==> config.mk <==
export PLATFORM = sky130hd
export DESIGN_NAME = timeout_us_to_mclks_encode
export DESIGN_NICKNAME = d
export VERILOG_FILES = /design/src/rtl/timeout_us_to_mclks_encode.sv
export SDC_FILE = /design/constraint.sdc
export NUM_CORES = 1
export LEC_CHECK = 0
export BUFFER_PORTS_ARGS = -buffer_cell sky130_fd_sc_hd__buf_2
export CAP_MARGIN = 40
export CORE_MARGIN = 3
export CORE_UTILIZATION = 42
export DETAILED_ROUTE_END_ITERATION = 12
export PLACE_DENSITY = 0.64
export SLEW_MARGIN = 20
export SYNTH_ARGS = -nofsm -noshare
export SYNTH_HDL_FRONTEND = slang
export SYNTH_SLANG_ARGS = --single-unit
==> constraint.sdc <==
create_clock -name clk -period 9.2 [get_ports clk]
set_input_delay 1.38 -clock clk [delete_from_list [all_inputs] [get_ports clk]]
set_output_delay 1.38 -clock clk [all_outputs]
set_load 0.02 [all_outputs]
==> src/rtl/timeout_us_to_mclks_encode.sv <==
// Converts a microsecond timeout into MCLKs via two sequential restoring
// dividers, then packs the result into the {ms, ls} register encoding.
`timescale 1ns/1ps

module timeout_us_to_mclks_encode (
  input  logic        clk,
  input  logic        reset,
  input  logic        start,
  input  logic [31:0] timeout_period_us,
  input  logic [7:0]  vcsel_period_pclks,
  output logic        busy,
  output logic        done,
  output logic        error,
  output logic [31:0] timeout_period_mclks,
  output logic [15:0] timeout_encoded
);

  typedef enum logic [2:0] {
    IDLE,
    MACRO_DIV,
    MCLK_DIV,
    ENCODE,
    DONE
  } state_e;

  localparam logic [31:0] MACRO_SCALE   = 32'd3813120; // 2304 * 1655
  localparam logic [31:0] MACRO_ROUND   = 32'd500;
  localparam logic [31:0] MACRO_DIVISOR = 32'd1000;

  state_e      state_q, state_d;
  logic [5:0]  cnt_q, cnt_d;
  logic [31:0] us_q, us_d;
  logic [41:0] num_q, num_d;
  logic [31:0] rem_q, rem_d;
  logic [41:0] quo_q, quo_d;
  logic [31:0] div_q, div_d;
  logic [31:0] mclks_q, mclks_d;
  logic [31:0] ls_q, ls_d;
  logic [7:0]  ms_q, ms_d;
  logic [15:0] enc_q, enc_d;
  logic        err_q, err_d;
  logic        done_q, done_d;
  logic        error_q, error_d;
  logic [31:0] out_m_q, out_m_d;
  logic [15:0] out_e_q, out_e_d;

  // One restoring-division step shared by both divide phases; the numerator
  // is kept MSB-aligned at bit 41 so both phases shift from the same place.
  logic [32:0] trial;
  logic        ge;
  logic [31:0] rem_next;
  logic [41:0] quo_next;
  logic [41:0] num_shift;
  logic [31:0] macro_num;
  logic [31:0] macro_ns;
  logic [41:0] us_x1000;
  logic [41:0] mclk_num;
  logic [31:0] mclks_next;

  always_comb begin
    trial      = {rem_q, num_q[41]};
    ge         = (trial >= {1'b0, div_q});
    rem_next   = ge ? (trial[31:0] - div_q) : trial[31:0];
    quo_next   = {quo_q[40:0], ge};
    num_shift  = {num_q[40:0], 1'b0};
    macro_num  = ({24'd0, vcsel_period_pclks} * MACRO_SCALE) + MACRO_ROUND;
    macro_ns   = quo_next[31:0];
    us_x1000   = {10'd0, us_q} * 42'd1000;
    mclk_num   = us_x1000 + {11'd0, macro_ns[31:1]};
    mclks_next = quo_next[31:0];
  end

  always_comb begin
    state_d = state_q;
    cnt_d   = cnt_q;
    us_d    = us_q;
    num_d   = num_q;
    rem_d   = rem_q;
    quo_d   = quo_q;
    div_d   = div_q;
    mclks_d = mclks_q;
    ls_d    = ls_q;
    ms_d    = ms_q;
    enc_d   = enc_q;
    err_d   = err_q;
    done_d  = 1'b0;
    error_d = error_q;
    out_m_d = out_m_q;
    out_e_d = out_e_q;
    case (state_q)
      IDLE: begin
        if (start) begin
          us_d    = timeout_period_us;
          num_d   = {macro_num, 10'd0};
          rem_d   = '0;
          quo_d   = '0;
          div_d   = MACRO_DIVISOR;
          cnt_d   = '0;
          state_d = MACRO_DIV;
        end
      end
      MACRO_DIV: begin
        num_d = num_shift;
        rem_d = rem_next;
        quo_d = quo_next;
        cnt_d = cnt_q + 6'd1;
        if (cnt_q == 6'd31) begin
          cnt_d = '0;
          if (macro_ns == '0) begin
            err_d   = 1'b1;
            mclks_d = '0;
            enc_d   = '0;
            state_d = DONE;
          end else begin
            err_d   = 1'b0;
            num_d   = mclk_num;
            rem_d   = '0;
            quo_d   = '0;
            div_d   = macro_ns;
            state_d = MCLK_DIV;
          end
        end
      end
      MCLK_DIV: begin
        num_d = num_shift;
        rem_d = rem_next;
        quo_d = quo_next;
        cnt_d = cnt_q + 6'd1;
        if (cnt_q == 6'd41) begin
          cnt_d   = '0;
          mclks_d = mclks_next;
          // Zero maps to ls=0/ms=0 so the encoder needs no shifts.
          ls_d    = (mclks_next == '0) ? '0 : (mclks_next - 32'd1);
          ms_d    = '0;
          state_d = ENCODE;
        end
      end
      ENCODE: begin
        if (ls_q > 32'd255) begin
          ls_d = {1'b0, ls_q[31:1]};
          ms_d = ms_q + 8'd1;
        end else begin
          enc_d   = {ms_q, ls_q[7:0]};
          state_d = DONE;
        end
      end
      DONE: begin
        done_d  = 1'b1;
        error_d = err_q;
        out_m_d = mclks_q;
        out_e_d = enc_q;
        state_d = IDLE;
      end
      default: state_d = IDLE;
    endcase
  end

  always_ff @(posedge clk or negedge reset) begin
    if (!reset) begin
      state_q <= IDLE;
      cnt_q   <= '0;
      us_q    <= '0;
      num_q   <= '0;
      rem_q   <= '0;
      quo_q   <= '0;
      div_q   <= '0;
      mclks_q <= '0;
      ls_q    <= '0;
      ms_q    <= '0;
      enc_q   <= '0;
      err_q   <= 1'b0;
      done_q  <= 1'b0;
      error_q <= 1'b0;
      out_m_q <= '0;
      out_e_q <= '0;
    end else begin
      state_q <= state_d;
      cnt_q   <= cnt_d;
      us_q    <= us_d;
      num_q   <= num_d;
      rem_q   <= rem_d;
      quo_q   <= quo_d;
      div_q   <= div_d;
      mclks_q <= mclks_d;
      ls_q    <= ls_d;
      ms_q    <= ms_d;
      enc_q   <= enc_d;
      err_q   <= err_d;
      done_q  <= done_d;
      error_q <= error_d;
      out_m_q <= out_m_d;
      out_e_q <= out_e_d;
    end
  end

  assign busy                 = (state_q != IDLE);
  assign done                 = done_q;
  assign error                = error_q;
  assign timeout_period_mclks = out_m_q;
  assign timeout_encoded      = out_e_q;

endmodule

==> metrics.txt, run 1 <==
status=complete, no violations; RSZ-0062 raised after global routing=no; number of enable flip-flop cells after synthesis=0; share of cells above drive strength 1=0.105; Die Width=248 um; clock tree buffer depth=3; Die Height=248 um; GP Congestion=0.888; cell taking the most area after synthesis=dfrtp_1; die area=0.0616 mm^2; GRT Total Usage=0.203; Mean Syn Cell Area=9.43 um^2; FF-to-FF path depth=28; # diodes=0; H-tree depth=2; Peak VDD IR=about 130 uV; most frequent cell after synthesis=dfrtp_1; DP Area=approximately 0.026 mm^2; clock slew at reported path FFs=0.06 ns; worst-path fanout max=8; initial antenna violation count=0; Syn Std Cell Area=approximately 0.025 mm^2; vias in the first global route=19,200; slowest CP cell=fa_1; Core ar.=0.0579 mm^2; MaxCap Viol Count=0; max-slew violation count=0; CP startpoint kind=flip-flop; Placed Cells=3,388; Post-Synth XOR/XNOR Area=0.0526; number of hold buffers added after CTS=0; fmax=about 0.14 GHz; Req. time, crit path=between 9 and 10 ns; # IOs=94; Synth area leaders=dfrtp_1 (32%), fa_1 (12%), ha_1 (11%), inv_1 (4.5%), o21ai_0 (3.9%); Leak Pwr=0.0134 uW; area growth from synthesis to layout=10.9%; TritonCTS buffer count=37; wire per inst=around 18 um; Yosys reg bits=317; number of fill cells=5,459; Initial Util=0.425; Core Util, Final=0.472; Post-synth top cells=dfrtp_1 (317), inv_1 (296), ha_1 (210); Resized cells post-CTS=0; Arrival @ worst endpoint=7.81 ns; Synth Area in Adders=0.227; Final Hold Vio Count=0; first-pass GRT wire length=101,000 um; Post-CTS Setup Inserts=0; FF-to-FF End=num_q[36]$_DFFE_PN0P_; CP dominant cell by count=fa_1; post-layout net count=3,065; Synth warnings=0; library cells used by synthesis=a little over 80; Setup crit end kind=flip-flop; Final TNS setup=0 ns; Clock Skew=0.0294 ns; Critical Path Max Stage Delay=just under 0.6 ns; Pre-antenna DRT Iters=9; sequential share of the synthesized area=0.322; I/O Buffers=93; simple-gate share of the synthesized area=0.117; Setup-failing EPs final=0; Via density=5.70; final instance area=0.0273 mm^2; Async SR Flop Fraction=1.00; CP endpoint=num_q[36]$_DFFE_PN0P_; antenna viol nets, final=0; Clock Latency Late Sink=approximately 0.56 ns; residual DRC count=0; post-synthesis compound-gate area fraction=0.191; CTS tree=yes; fraction of synthesized area in multiplexers=0.0259; Worst Tran Pin Value=0.821 ns; Hold WS=0.489 ns; largest family of logic cells by synthesized area=adder cells; Syn Nets=3,013; Crit Path Class=flip-flop to flip-flop; final std cells w/o fill=3,456; Crit Reg-Reg Startpoint=us_q[1]$_DFFE_PN0P_; row cnt=88; Final min period=7.35 ns; drt initial violations=1,528; final wirelength=62,500 um; crit path from=us_q[1]$_DFFE_PN0P_; grt ovf=0; PwrDens=136 mW/mm^2; Synth Flop Type=dfrtp_1; DR vias=between 15,000 and 20,000; HP Class=flip-flop to flip-flop; relative slew slack=0.450; largest net degree at the start of global routing=101; HPWL Detailed=~46,000 um; clock root buffer=clkbuf_16; Synth top area share=0.322; FF-to-FF setup slack=1.85 ns; CTS sink count=317; cell count after synthesis=approximately 2,600; period utilization=0.799
==> cell families (layout without fill, tap and decap cells) <==
logic type      after synthesis  count (layout)
flops                       317             317
buf+inv                     413             492
fa+ha+maj                   358             358
xor+xnor                    148             148
simple gates                605             605
compound gates              714             714
mux                          57              57
==> per-stage QoR <==
stage | total power (uW) | setup WS [ns]
after detailed placement | 2140 | 1.91
after global routing | 3910 | 1.26
after global placement | 2120 | 2.05
after floorplan | 1960 | 2.59
final | 3720 | 1.85
after CTS | 3770 | 1.84
==> routing by layer <==
metal	up-vias	track usage	routed length (um)
li1	9252	-	-
met1	9863	0.275	28000
met2	486	0.344	30100
met3	93	0.0244	2960
met4	0	0.0534	1470
met5	-	0	0
==> layout by cell type (no fill, tap or decap), drive strengths merged, types with 65 or more instances in the layout <==
cell type / netlist / layout
xor2: 66 / 66
nand2: 196 / 196
o21ai: 223 / 223
dfrtp: 317 / 317
inv: 297 / 300
xnor2: 82 / 82
a21oi: 147 / 147
fa: 148 / 148
buf: 29 / 129
ha: 210 / 210
nor2: 164 / 164
a22o: 65 / 65
==> registers in the layout, summed over array words and instances (netlist names) <==
| name | cells |
|---|---|
| quo_q | 31 |
| cnt_q | 6 |
| ls_q | 32 |
| rem_q | 32 |
| mclks_q | 32 |
| enc_q | 16 |
| us_q | 32 |
| div_q | 32 |
| timeout_encoded | 16 |
| error | 1 |
| ms_q | 8 |
| num_q | 42 |
| state_q | 3 |
| err_q | 1 |
| timeout_period_mclks | 32 |
| done | 1 |
==> report_power, final <==
group	internal [uW]	switching (uW)	total, uW
combinational	289	438	727
clock	980	620	1600
sequential	1390	0	1390
==> cell type report <==
type / instances / area, um^2 / share of cell area
multi-input cells: 1882 / 15200 / 0.555
flip-flops and latches: 317 / 7930 / 0.290
inverters: 297 / 1110 / 0.0408
clock buffers: 48 / 1050 / 0.0384
well taps: 765 / 957 / 0.0351
repair buffers: 129 / 817 / 0.0299
clock inverters: 18 / 282 / 0.0103
==> worst max-delay path, delay by kind of cell, from the launching register on <==
family,cells,cell delay (ns)
DFF,1,0.50
xor gates and xnor gates,1,0.14
buffers and inverters,2,0.18
AOI/OAI and AO/OA,11,2.14
adders and majority gates,6,2.80
and+or+nand+nor,8,1.47
==> how the worst min path moves through the flow <==
stage,startpoint,end,slack (ns),depth (start not counted)
6_report,num_q[0]$_DFFE_PN0P_,num_q[0]$_DFFE_PN0P_,0.49,2
5_1_grt,enc_q[12]$_DFFE_PN0P_,timeout_encoded[12]$_DFFE_PN0P_,0.51,1
4_1_cts,num_q[25]$_DFFE_PN0P_,num_q[25]$_DFFE_PN0P_,0.49,2
3_5_place_dp,num_q[25]$_DFFE_PN0P_,num_q[25]$_DFFE_PN0P_,0.48,2
3_3_place_gp,num_q[20]$_DFFE_PN0P_,num_q[20]$_DFFE_PN0P_,0.47,2
2_1_floorplan,num_q[1]$_DFFE_PN0P_,num_q[2]$_DFFE_PN0P_,0.45,2
Note: power is estimated with default switching activity, not from simulation.
==> inputs of run 2 (changes only) <==
--- a/config.mk
+++ b/config.mk
@@ -5,6 +5,7 @@
 export SDC_FILE = /design/constraint.sdc
 export NUM_CORES = 1
 export LEC_CHECK = 0
+export ABC_AREA = 1
 export BUFFER_PORTS_ARGS = -buffer_cell sky130_fd_sc_hd__buf_2
 export CAP_MARGIN = 40
 export CORE_MARGIN = 3
==> constraint.sdc (replaced) <==
create_clock -name clk -period 7.6 [get_ports clk]
set_input_delay 1.14 -clock clk [delete_from_list [all_inputs] [get_ports clk]]
set_output_delay 1.14 -clock clk [all_outputs]
set_load 0.02 [all_outputs]
==> metrics.txt, run 2 <==
Req. time, crit path=about 8 ns; Setup crit end kind=flip-flop; CTS tree=yes; cell taking the most area after synthesis=dfrtp_1; Final Hold Vio Count=0; sequential share of the synthesized area=0.296; worst-path fanout max=6; GP Congestion=approximately 0.98; Via density=5.18; max-slew violation count=0; Synth top area share=0.296; status=complete, no violations; cell count after synthesis=3,507; antenna viol nets, final=0; die area=0.0668 mm^2; HP Class=flip-flop to flip-flop; grt ovf=0; CTS sink count=317; area growth from synthesis to layout=9.81%; largest register by flop count=num_q; Post-CTS Setup Inserts=0; period utilization=0.810; Setup-failing EPs final=0; wire per inst=16.1 um; Crit Path Class=flip-flop to flip-flop; commonest non-fill, non-tap cell in the layout=nand2_1; Post-synth top cells=nand2_1 (808), inv_1 (609), dfrtp_1 (317); most frequent cell after synthesis=nand2_1; Async SR Flop Fraction=1.00; Largest register FFs=42; Pre-antenna DRT Iters=5; clock tree buffer depth=3; CP dominant cell by count=nand2_1; Final min period=approximately 6.2 ns; clock slew at reported path FFs=0.06 ns; Resized cells post-CTS=0; DR vias=~23,000; Synth Flop Type=dfrtp_1; Synth area leaders=dfrtp_1 (30%), nand2_1 (11%), fa_1 (11%), ha_1 (9.8%), inv_1 (8.5%); Die Height=between 200 and 300 um; library cells used by synthesis=between 50 and 60; share of cells above drive strength 1=0.0766; Clock Latency Late Sink=between 0.5 and 0.6 ns; largest net degree at the start of global routing=155; drt initial violations=1,735; RSZ-0062 raised after global routing=no; MaxCap Viol Count=0; TritonCTS buffer count=37; Synth warnings=0; Yosys reg bits=317; relative slew slack=0.410; slowest CP cell=fa_1; post-layout net count=3,977; initial antenna violation count=0; Core ar.=0.0624 mm^2; Mean Syn Cell Area=about 7.6 um^2; fmax=0.163 GHz; final wirelength=71,300 um; Die Width=258 um; Syn Std Cell Area=0.0268 mm^2; row cnt=91; clock root buffer=clkbuf_16; number of enable flip-flop cells after synthesis=0; Final TNS setup=0 ns; # IOs=94; CP startpoint kind=flip-flop; Clock Skew=0.0275 ns; Syn Nets=3,908; vias in the first global route=between 20,000 and 25,000; Worst Tran Pin Value=0.886 ns; H-tree depth=2; HPWL Detailed=55,700 um; Initial Util=0.429; number of hold buffers added after CTS=0; GRT Total Usage=0.215; Critical Path Max Stage Delay=about 0.54 ns; most frequent cells in the layout=nand2_1 (808), inv_1 (609), dfrtp_1 (317); I/O Buffers=93; # diodes=0; residual DRC count=0; Arrival @ worst endpoint=6.64 ns; first-pass GRT wire length=118,000 um
[run 2: cell types whose count changed after synthesis, sizes merged, moves of 18 or more]
cell	previous run	this run
a21oi	147	208
a22o	65	1
a2bb2oi	1	19
nand2	196	833
mux2	53	0
o22ai	6	88
nand3	54	173
a221oi	27	6
clkbuf	87	47
inv	297	631
xnor2	82	44
a222oi	20	0
nor2	164	276
a21o	55	10
[run 2: layer usage]
metal / global-route usage / share of wire
met5: 0 / 0
met3: 0.0283 / 0.049
met1: 0.290 / 0.46
met4: 0.0761 / 0.037
met2: 0.357 / 0.46
[run 2: logic make-up after synthesis]
logic type                 count (synthesis)  share of synthesized area
xor gates and xnor gates                  96                     0.0321
DFF                                      317                      0.296
buffers and inverters                    717                      0.103
adders and majority gates                358                      0.209
AOI/OAI and AO/OA                        647                      0.141
and+or+nand+nor                         1372                      0.218
[run 2: area by class of cell]
cell class	instances	area [um^2]
flip-flops and latches	317	7930
repair buffers	114	718
fillers	6383	33000
multi-input cells	2473	16100
clock inverters	10	134
clock buffers	55	1080
inverters	633	2380
well taps	837	1050
[run 2: worst paths after layout]
kind | to | slack [ns] | cells after the start | startpoint
max | num_q[40]$_DFFE_PN0P_ | 1.45 | 31 | us_q[6]$_DFFE_PN0P_
min | timeout_period_mclks[16]$_DFFE_PN0P_ | 0.47 | 2 | timeout_period_mclks[16]$_DFFE_PN0P_
max reg2reg | num_q[40]$_DFFE_PN0P_ | 1.45 | 31 | us_q[6]$_DFFE_PN0P_
min reg2reg | timeout_period_mclks[16]$_DFFE_PN0P_ | 0.47 | 2 | timeout_period_mclks[16]$_DFFE_PN0P_
max in group asynchronous | timeout_encoded[10]$_DFFE_PN0P_ | 5.71 | 2 | reset
min in group asynchronous | rem_q[31]$_DFFE_PN0P_ | 0.57 | 1 | reset
[run 2: worst max-delay path, delay by kind of cell (launching register included)]
kind / cells / cell delay [ns]
and+or+nand+nor: 18 / 1.90
adders and majority gates: 6 / 2.79
xor gates and xnor gates: 1 / 0.17
buffers and inverters: 4 / 0.43
DFF: 1 / 0.40
AOI/OAI and AO/OA: 2 / 0.39
[run 2: through the flow]
step | utilization | std cells | instance area [um^2] | worst slack (ns) | hold slack (ns)
after floorplan | - | 3507 | 26800 | 2.26 | 0.442
after global placement | 0.450 | 4370 | 28100 | 1.51 | 0.461
after detailed placement | 0.451 | 4372 | 28100 | 1.51 | 0.468
after CTS | 0.470 | 4437 | 29300 | 1.49 | 0.482
after global routing | 0.471 | 4439 | 29400 | 0.957 | 0.500
final | 0.471 | 4439 | 29400 | 1.45 | 0.475
Power of run 2 is left out: the tool's default activity adds up to more than one toggle a clock period on the data nets, which glitch-free logic cannot reach.
==> inputs of run 3 (changes only) <==
--- a/config.mk
+++ b/config.mk
@@ -11,7 +11,7 @@
 export CORE_MARGIN = 3
 export CORE_UTILIZATION = 42
 export DETAILED_ROUTE_END_ITERATION = 12
-export PLACE_DENSITY = 0.64
+export PLACE_DENSITY = 0.66
 export SLEW_MARGIN = 20
 export SYNTH_ARGS = -nofsm -noshare
 export SYNTH_HDL_FRONTEND = slang
==> constraint.sdc (replaced) <==
create_clock -name clk -period 5.4 [get_ports clk]
set_input_delay 0.81 -clock clk [delete_from_list [all_inputs] [get_ports clk]]
set_output_delay 0.81 -clock clk [all_outputs]
set_load 0.02 [all_outputs]
==> metrics.txt, run 3 (synthesized netlist as in run 2, its figures left out) <==
Crit Reg-Reg Startpoint=us_q[2]$_DFFE_PN0P_; post-layout net count=4,239; share of cells above drive strength 1=0.208; area growth from synthesis to layout=23.3%; status=complete, but fails checks; DR vias=around 24,000; fmax=approximately 0.18 GHz; number of fill cells=between 5,000 and 6,000; die area=between 0.06 and 0.07 mm^2; final std cells w/o fill=4,698; Setup crit end kind=flip-flop; antenna viol nets, final=0; I/O Buffers=just over 90; TritonCTS buffer count=38; Final min period=5.58 ns; vias in the first global route=about 24,000; clock tree buffer depth=3; final worst slack=-0.176 ns; # IOs=94; FF-to-FF End=num_q[41]$_DFFE_PN0P_; first-pass GRT wire length=~120,000 um; slowest CP cell=fa_1; CTS tree=yes; Worst Tran Pin Value=0.826 ns; grt ovf=0; Placed Cells=4,588; GP Congestion=0.938; most frequent cells in the layout=nand2_1 (736), inv_1 (576), dfrtp_1 (317); Initial Util=0.429; RSZ-0062 raised after global routing=yes; clock slew at reported path FFs=0.06 ns; Setup-failing EPs final=11; WP buf/inv=4; Core ar.=0.0624 mm^2; Core Util, Final=0.529; Arrival @ worst endpoint=6.07 ns; CP startpoint kind=flip-flop; Crit Path Class=flip-flop to flip-flop; initial antenna violation count=0; clock root buffer=clkbuf_16; FF-to-FF setup slack=-0.18 ns; largest register by flop count=num_q; HPWL Detailed=about 58,000 um; max-slew violation count=0; final wirelength=76,000 um; DP Area=0.0297 mm^2; FF-to-FF path depth=30; largest net degree at the start of global routing=117; # diodes=0; period utilization=1.03; Largest register FFs=42; residual DRC count=0; drt initial violations=1,811; wire per inst=16.2 um; CTS sink count=approximately 320; Die Width=between 200 and 300 um; MaxCap Viol Count=0; largest delay contributor family on the critical path=adder cells; Die Height=258 um; commonest non-fill, non-tap cell in the layout=nand2_1; worst-path fanout max=6; CP dominant cell by count=nand2_1; Req. time, crit path=5.90 ns; GRT Total Usage=0.226; Critical Path Max Stage Delay=around 0.56 ns; HP Class=input pin to async pin; Final Hold Vio Count=0; Pre-antenna DRT Iters=7; Clock Skew=0.0314 ns; relative slew slack=0.449; failing checks=negative setup slack; Clock Latency Late Sink=0.58 ns; final instance area=around 0.033 mm^2; row cnt=91; Hold WS=0.215 ns; Via density=5.15; H-tree depth=2
## run 3: cell types whose count changed in the layout (fill, tap and decap cells not counted), sizes merged
| cell | previous run | this run |
|---|---|---|
| inv | 632 | 633 |
| clkinvlp | 3 | 1 |
| clkbuf | 55 | 49 |
| clkinv | 6 | 7 |
| buf | 114 | 375 |
| bufinv | 2 | 6 |
## run 3: cell type report
cell class | count | area [um^2] | share of cell area
timing repair buffer | 375 | 2720 | 0.0822
clock buffer | 49 | 1030 | 0.0313
sequential | 317 | 7930 | 0.240
multi-input combinational | 2473 | 17600 | 0.534
clock inverter | 14 | 278 | 0.00841
tap | 837 | 1050 | 0.0317
inverter | 633 | 2380 | 0.0720
## run 3: per-layer routing
layer	up-vias	GRT usage	part of all wire
met4	0	0.0777	0.034
met3	127	0.0249	0.044
met1	11600	0.309	0.45
li1	12000	-	-
met5	-	0	0
met2	540	0.375	0.47
## run 3: worst max-delay path by stage
stage	to	startpoint	depth (start not counted)
after detailed placement	num_q[30]$_DFFE_PN0P_	us_q[6]$_DFFE_PN0P_	26
after global placement	num_q[30]$_DFFE_PN0P_	us_q[7]$_DFFE_PN0P_	25
after CTS	num_q[38]$_DFFE_PN0P_	us_q[5]$_DFFE_PN0P_	32
final	num_q[41]$_DFFE_PN0P_	us_q[2]$_DFFE_PN0P_	30
after floorplan	num_q[41]$_DFFE_PN0P_	us_q[6]$_DFFE_PN0P_	30
after global routing	num_q[36]$_DFFE_PN0P_	us_q[2]$_DFFE_PN0P_	30
## run 3: worst reg2reg max path: cells and delay by family (launching register included)
family | cells | cell delay (ns)
adder cells (fa/ha/maj) | 6 | 2.64
AND/OR/NAND/NOR | 18 | 1.84
flip-flops | 1 | 0.40
buffers and inverters | 4 | 0.34
AO/OA/AOI/OAI | 1 | 0.19
XOR/XNOR | 1 | 0.12
## run 3: timing repair
item                                    in CTS  in global routing
setup buffers                               21                 24
hold buffers                                 0                  0
pin swaps                                   58                103
gates resized for setup                    128                219
endpoints found under the setup margin      27                 29
## run 3: through the flow
stage	setup TNS (ns)	setup slack (ns)
after floorplan	0	0.0646
after global placement	-5.21	-0.391
after detailed placement	-6.38	-0.389
after CTS	-0.118	-0.0560
after global routing	-6.61	-0.429
final	-1.22	-0.176
Power of run 3 is left out for the same reason.
